File: src/rtl/vga_timing_pkg.sv
// -----------------------------------------------------------------------------
// vga_timing_pkg
// Shared definitions for the VGA timing controller:
//   - 640x480@60 default timing constants
//   - line_total(): derives H_TOTAL / V_TOTAL from active + porches + sync
//   - max_int():    helper used to size the coordinate counters
//   - vga_state_e:  controller FSM state encoding
// -----------------------------------------------------------------------------
package vga_timing_pkg;

   localparam int DEF_H_ACTIVE    = 640;
   localparam int DEF_H_FP        = 16;
   localparam int DEF_H_SYNC      = 96;
   localparam int DEF_H_BP        = 48;
   localparam int DEF_V_ACTIVE    = 480;
   localparam int DEF_V_FP        = 10;
   localparam int DEF_V_SYNC      = 2;
   localparam int DEF_V_BP        = 33;
   localparam bit DEF_H_POL       = 1'b0;
   localparam bit DEF_V_POL       = 1'b0;
   localparam int DEF_LOCK_CYCLES = 16;

   // Total clocks per line (or lines per frame) for one timing axis.
   function automatic int line_total(input int active, input int fp,
                                     input int sync, input int bp);
      return active + fp + sync + bp;
   endfunction

   function automatic int max_int(input int a, input int b);
      return (a > b) ? a : b;
   endfunction

   typedef enum logic [1:0] {
      WAIT_LOCK = 2'd0,
      SETTLE    = 2'd1,
      RUN       = 2'd2
   } vga_state_e;

endpackage

File: src/rtl/vga_timing_ctrl_lock_qualifier.sv
// -----------------------------------------------------------------------------
// lock_qualifier
// Brings the asynchronous PLL lock flag into the pixel clock domain and
// measures how long it has been continuously asserted.
// Ports:
//   clk_pix   in  pixel clock
//   reset     in  synchronous active-high reset
//   locked    in  PLL lock, asynchronous to clk_pix
//   locked_s  out synchronized lock level
//   lock_ok   out lock has been stable long enough; the settle count reaches
//                 LOCK_CYCLES on this edge
//   lock_fall out one-cycle pulse on the first cycle locked_s reads 0
// -----------------------------------------------------------------------------
module lock_qualifier #(
   parameter int  LOCK_CYCLES = 16,
   localparam int SW          = $clog2(LOCK_CYCLES + 1)
) (
   input  logic clk_pix,
   input  logic reset,
   input  logic locked,
   output logic locked_s,
   output logic lock_ok,
   output logic lock_fall
);

   logic          sync_meta;
   logic          locked_d;
   logic [SW-1:0] settle_cnt;

   // NOTE: sequential state uses non-blocking assignments so every flop
   // samples the pre-edge value of its neighbours; blocking here would
   // collapse the two synchronizer stages into one.
   always_ff @(posedge clk_pix) begin
      if (reset) begin
         sync_meta <= 1'b0;
         locked_s  <= 1'b0;
         locked_d  <= 1'b0;
      end else begin
         sync_meta <= locked;
         locked_s  <= sync_meta;
         locked_d  <= locked_s;
      end
   end

   // Counts consecutive cycles of synchronized lock and saturates, so the
   // count only restarts after lock has actually been lost.
   always_ff @(posedge clk_pix) begin
      if (reset || !locked_s) begin
         settle_cnt <= '0;
      end else if (settle_cnt != SW'(LOCK_CYCLES)) begin
         settle_cnt <= settle_cnt + 1'b1;
      end
   end

   // Asserted on the edge where the count steps to LOCK_CYCLES, so the FSM
   // enters RUN on the same edge.
   assign lock_ok   = locked_s && (settle_cnt >= SW'(LOCK_CYCLES - 1));
   assign lock_fall = locked_d && !locked_s;

endmodule

File: src/rtl/vga_timing_ctrl.sv
// -----------------------------------------------------------------------------
// vga_timing_ctrl
// Lock-qualified VGA timing generator. Waits for a stable PLL lock, then runs
// horizontal/vertical counters and registered sync/DE/coordinate outputs. On
// loss of lock the display goes idle immediately and lock_lost is latched;
// after relock the raster restarts from frame origin.
// Ports:
//   clk_pix      in  pixel clock (sole clock)
//   reset        in  synchronous active-high reset
//   locked       in  PLL lock, asynchronous to clk_pix
//   hsync        out horizontal sync, active level H_POL
//   vsync        out vertical sync, active level V_POL
//   de           out active-video enable
//   x, y         out pixel column / row (0 outside RUN)
//   frame_start  out one-cycle pulse at x=0, y=0
//   running      out controller is in RUN
//   lock_lost    out sticky: lock dropped while running; cleared by reset
// -----------------------------------------------------------------------------
module vga_timing_ctrl
   import vga_timing_pkg::*;
#(
   parameter int  H_ACTIVE    = DEF_H_ACTIVE,
   parameter int  H_FP        = DEF_H_FP,
   parameter int  H_SYNC      = DEF_H_SYNC,
   parameter int  H_BP        = DEF_H_BP,
   parameter int  V_ACTIVE    = DEF_V_ACTIVE,
   parameter int  V_FP        = DEF_V_FP,
   parameter int  V_SYNC      = DEF_V_SYNC,
   parameter int  V_BP        = DEF_V_BP,
   parameter bit  H_POL       = DEF_H_POL,
   parameter bit  V_POL       = DEF_V_POL,
   parameter int  LOCK_CYCLES = DEF_LOCK_CYCLES,
   localparam int H_TOTAL     = line_total(H_ACTIVE, H_FP, H_SYNC, H_BP),
   localparam int V_TOTAL     = line_total(V_ACTIVE, V_FP, V_SYNC, V_BP),
   localparam int CW          = $clog2(max_int(H_TOTAL, V_TOTAL))
) (
   input  logic          clk_pix,
   input  logic          reset,
   input  logic          locked,
   output logic          hsync,
   output logic          vsync,
   output logic          de,
   output logic [CW-1:0] x,
   output logic [CW-1:0] y,
   output logic          frame_start,
   output logic          running,
   output logic          lock_lost
);

   localparam logic [CW-1:0] H_LAST   = CW'(H_TOTAL - 1);
   localparam logic [CW-1:0] V_LAST   = CW'(V_TOTAL - 1);
   localparam logic [CW-1:0] H_ACT    = CW'(H_ACTIVE);
   localparam logic [CW-1:0] V_ACT    = CW'(V_ACTIVE);
   localparam logic [CW-1:0] HS_FIRST = CW'(H_ACTIVE + H_FP);
   localparam logic [CW-1:0] HS_LAST  = CW'(H_ACTIVE + H_FP + H_SYNC - 1);
   localparam logic [CW-1:0] VS_FIRST = CW'(V_ACTIVE + V_FP);
   localparam logic [CW-1:0] VS_LAST  = CW'(V_ACTIVE + V_FP + V_SYNC - 1);

   vga_state_e    state, state_next;
   logic          locked_s, lock_ok, lock_fall;
   logic          run_active;
   logic [CW-1:0] hc, vc;

   lock_qualifier #(
      .LOCK_CYCLES (LOCK_CYCLES)
   ) u_lock_qualifier (
      .clk_pix   (clk_pix),
      .reset     (reset),
      .locked    (locked),
      .locked_s  (locked_s),
      .lock_ok   (lock_ok),
      .lock_fall (lock_fall)
   );

   // ---------------- FSM ----------------
   always_ff @(posedge clk_pix) begin
      if (reset) state <= WAIT_LOCK;
      else       state <= state_next;
   end

   // NOTE: next state gets a default before the case so every path assigns
   // it; a missing default here would infer a latch.
   always_comb begin
      state_next = state;
      case (state)
         WAIT_LOCK: if (locked_s) state_next = SETTLE;
         SETTLE: begin
            if (!locked_s)    state_next = WAIT_LOCK;
            else if (lock_ok) state_next = RUN;
         end
         RUN:       if (lock_fall) state_next = WAIT_LOCK;
         default:   state_next = WAIT_LOCK;
      endcase
   end

   // Lock loss overrides the counter advance and output decode on the same
   // edge the FSM leaves RUN, so the display goes dark without a stray pixel.
   assign run_active = (state == RUN) && !lock_fall;

   // ---------------- raster counters ----------------
   always_ff @(posedge clk_pix) begin
      if (reset || !run_active) begin
         hc <= '0;
         vc <= '0;
      end else if (hc == H_LAST) begin
         hc <= '0;
         vc <= (vc == V_LAST) ? '0 : vc + 1'b1;
      end else begin
         hc <= hc + 1'b1;
      end
   end

   // ---------------- registered output decode ----------------
   always_ff @(posedge clk_pix) begin
      if (reset || !run_active) begin
         hsync       <= ~H_POL;
         vsync       <= ~V_POL;
         de          <= 1'b0;
         x           <= '0;
         y           <= '0;
         frame_start <= 1'b0;
         running     <= 1'b0;
      end else begin
         hsync       <= (hc >= HS_FIRST && hc <= HS_LAST) ? H_POL : ~H_POL;
         vsync       <= (vc >= VS_FIRST && vc <= VS_LAST) ? V_POL : ~V_POL;
         de          <= (hc < H_ACT) && (vc < V_ACT);
         x           <= hc;
         y           <= vc;
         frame_start <= (hc == '0) && (vc == '0);
         running     <= 1'b1;
      end
   end

   always_ff @(posedge clk_pix) begin
      if (reset)                          lock_lost <= 1'b0;
      else if (state == RUN && lock_fall) lock_lost <= 1'b1;
   end

endmodule
File: config.mk
export PLATFORM = sky130hd
export DESIGN_NAME = vga_timing_ctrl
export DESIGN_NICKNAME = d
export VERILOG_FILES = /design/src/rtl/vga_timing_pkg.sv /design/src/rtl/vga_timing_ctrl_lock_qualifier.sv /design/src/rtl/vga_timing_ctrl.sv
export SDC_FILE = /design/constraint.sdc
export NUM_CORES = 1
export LEC_CHECK = 0
export BUFFER_PORTS_ARGS = -buffer_cell sky130_fd_sc_hd__buf_2
export CORE_MARGIN = 5
export CORE_UTILIZATION = 49
export DETAILED_ROUTE_END_ITERATION = 12
export PLACE_DENSITY = 0.68
export SYNTH_ARGS = -nofsm -noshare
export SYNTH_HDL_FRONTEND = slang
export SYNTH_HIERARCHICAL = 1
export SYNTH_SLANG_ARGS = --single-unit
File: constraint.sdc
create_clock -name clk_pix -period 4.15 [get_ports clk_pix]
set_clock_uncertainty 0.05 [all_clocks]
set_input_delay 0.415 -clock clk_pix [delete_from_list [all_inputs] [get_ports clk_pix]]
set_output_delay 0.415 -clock clk_pix [all_outputs]
set_load 0.005 [all_outputs]
==> metrics.yaml <==
clock_network:
  h-tree-depth: 2
  cts_buffers: 5
  clk_latency_ns: 0.31
  clockBufferDepth: 2
  hold_buffers: 0
  clkSlewWorstSetupHoldPaths_ns: 0.09
  cts_root_buffer: "clkbuf_8"
  postCtsSetupBuffers: 0
  cts.sinks: 56
  post_cts_resized: 0
  cts_tree: "done"
timing:
  max_freq_ghz: 0.4462
  fin_ws_ns: 1.909
  slew_headroom: 0.6389
  finalSetupViolCount: 0
  worst_slew_pin_slew_ns: 0.5342
  grt_setup_unrepaired: "false"
  fin_crit_sh: 0.5401
  finalCriticalPeriod_ns: 2.241
  finalHoldViolCount: 0
  tns_ns: 0
  drv_slew: 0
floorplan:
  die_area_sq_mm: 0.005996
  initial_utilization: 0.5083
  placementRows: 24
  die_y_um: 77.44
  core_sq_mm: 0.004384
  ios: 29
  die_w_um: 77.44
drt:
  vias: 1637
  routed_wl_mm: 4.014
  drcViolationCount: 0
  antenna_left: 0
  via_per_inst: 5.315
  drtIter0Drc: 62
  wl_per_cell_um: 13.03
  dr.pass1.iters: 4
critical_path:
  cp-start-kind: "flop"
  worstSetupPathType: "reg2reg"
  required_ns: 4.34
  cp.arrival_ns: 2.43
  ff2ff_setup_slack_ns: 1.91
  end_kind: "flop"
  crit_fanout: 19
synthesis:
  synth_seq_cells: 56
  synthFlopType: "dfxtp_1"
  syn_area_sq_mm: 0.002228
  yosysWarnings: 6
  syn_inst: 228
  yosysSeqAreaShare: 0.5031
  syn-num-nets: 239
  synth.distinct_cells: 41
  async_flop_share: 0
  avgSynthCellArea_sq_um: 9.774
  synth_edf_count: 0
grt:
  grt_pass1_vias: 1560
  grt_pass1_wl_mm: 7.148
  grt_start_max_net_pins: 20
  antenna_found_initial: 0
  gr-total-overflow: 0
  grt.total_usage: 0.1429
power_and_ir_drop:
  total_leakage_power_nw: 0.9627
  p_total_w: 0.0008943
  peakVddDrop_v: 0.0002386
  powerDensity_mw_per_mm2: 360.4
placement:
  gp_congestion: 0.8359
  place_ws_ns: 1.904
  hpwl_mm: 2.936
  portBuffers: 28
cells_and_area:
  nFillCells: 398
  drive_gt1_frac: 0.1680
  insertedDiodeCount: 0
  nets: 266
  syn2layout_area_growth_pct: 11.34
run:
  cap_violations: 0
min_path:
  worstHoldPathType: "in2reg"
status:
  status: "finished clean"
[kinds of logic after synthesis]
group,Yosys count,share of synthesized area
flip-flops,56,0.5031
XOR/XNOR,15,0.05896
buffers and inverters,20,0.04885
AO/OA/AOI/OAI,15,0.03987
multiplexers,4,0.01797
adder cells (fa/ha/maj),8,0.04492
AND/OR/NAND/NOR,110,0.2864
[sequential cells by signal (all words and copies together) (netlist names)]
name	cells
de	1
frame_start	1
hc	10
hsync	1
lock_lost	1
running	1
state	2
u_lock_qualifier/locked_d	1
u_lock_qualifier/locked_s	1
u_lock_qualifier/settle_cnt	5
u_lock_qualifier/sync_meta	1
vc	10
vsync	1
x	10
y	10
[per-layer routing]
layer	global-route usage	vias to the layer above	part of all wire
li1	-	832	-
met1	0.1866	759	0.47
met2	0.2231	41	0.45
met3	0.04398	5	0.063
met4	0.05155	0	0.017
met5	0	-	0
[synthesized netlist by cell type (2+ instances only)]
master,count,area share
inv_1,12,0.020
nand3_1,11,0.025
nand3b_1,5,0.017
nor4b_1,3,0.012
nor2b_1,3,0.0084
xnor2_1,8,0.031
dfxtp_1,56,0.50
or3_1,3,0.0084
clkbuf_1,4,0.0067
nand4_1,10,0.028
mux2i_1,4,0.018
nor3_1,5,0.011
clkbuf_8,2,0.012
ha_1,8,0.045
nor4_1,4,0.011
and4_1,2,0.0079
xor2_1,7,0.028
nand2_1,5,0.0084
and2_1,14,0.039
o21ai_0,4,0.0090
or3b_1,2,0.0079
and2b_2,2,0.0079
and3_1,2,0.0056
a21oi_1,5,0.011
a31oi_1,2,0.0056
nor2_1,30,0.051
[cells in the final DEF (no fill, tap or decap), types with 4 or more instances in the layout]
cell type and instances:
mux2i_1 4, xor2_1 7, a21oi_1 5, xnor2_1 8, nor4_1 4, buf_2 28, ha_1 8, clkbuf_8 5
nor2_1 30, dfxtp_1 56, nand3_1 11, nand3b_1 5, inv_1 12, and2_1 14, nand2_1 5, nor3_1 5
nand4_1 10, o21ai_0 4
[critical path: stages (launching register included)]
cell and delay [ns]:
dfxtp_1 0.50, and2b_2 0.27, nor2_1 0.12, nand3b_1 0.31, inv_1 0.49, nand2b_1 0.29
nor2_1 0.16
[final timing paths]
| check | start | to | depth (start not counted) |
|---|---|---|---|
| min reg2reg | u_lock_qualifier/sync_meta$_SDFF_PP0_ | u_lock_qualifier/locked_s$_SDFF_PP0_ | 1 |
| max reg2reg | u_lock_qualifier/locked_s$_SDFF_PP0_ | hc[6]$_SDFF_PP0_ | 6 |
| min | locked | u_lock_qualifier/sync_meta$_SDFF_PP0_ | 2 |
| max | u_lock_qualifier/locked_s$_SDFF_PP0_ | hc[6]$_SDFF_PP0_ | 6 |
[power by group]
part           internal [W]  switching (W)
Sequential         0.000539     0.00000167
Clock              0.000179       0.000169
Combinational    0.00000348     0.00000289
Total              0.000721       0.000174
[per-stage QoR]
step / std cells / util / hold slack (ns) / area, sq um
floorplan: 228 / - / 0.3638 / 2228
global placement: 300 / 0.5405 / 0.3662 / 2370
detailed placement: 300 / 0.5405 / 0.3821 / 2370
CTS: 308 / 0.5659 / 0.2556 / 2481
global route: 308 / 0.5659 / 0.2743 / 2481
finish: 308 / 0.5659 / 0.2661 / 2481
[final cells by class]
type	count	area (sq um)	share of cell area
multi-input cells	152	998.5	0.4024
clock inverters	3	42.54	0.01715
clock buffers	5	68.82	0.02774
repair buffers	28	140.1	0.05648
well taps	52	65.06	0.02622
flip-flops and latches	56	1121	0.4518
inverters	12	45.04	0.01815
Note: power is estimated with default switching activity, not from simulation.
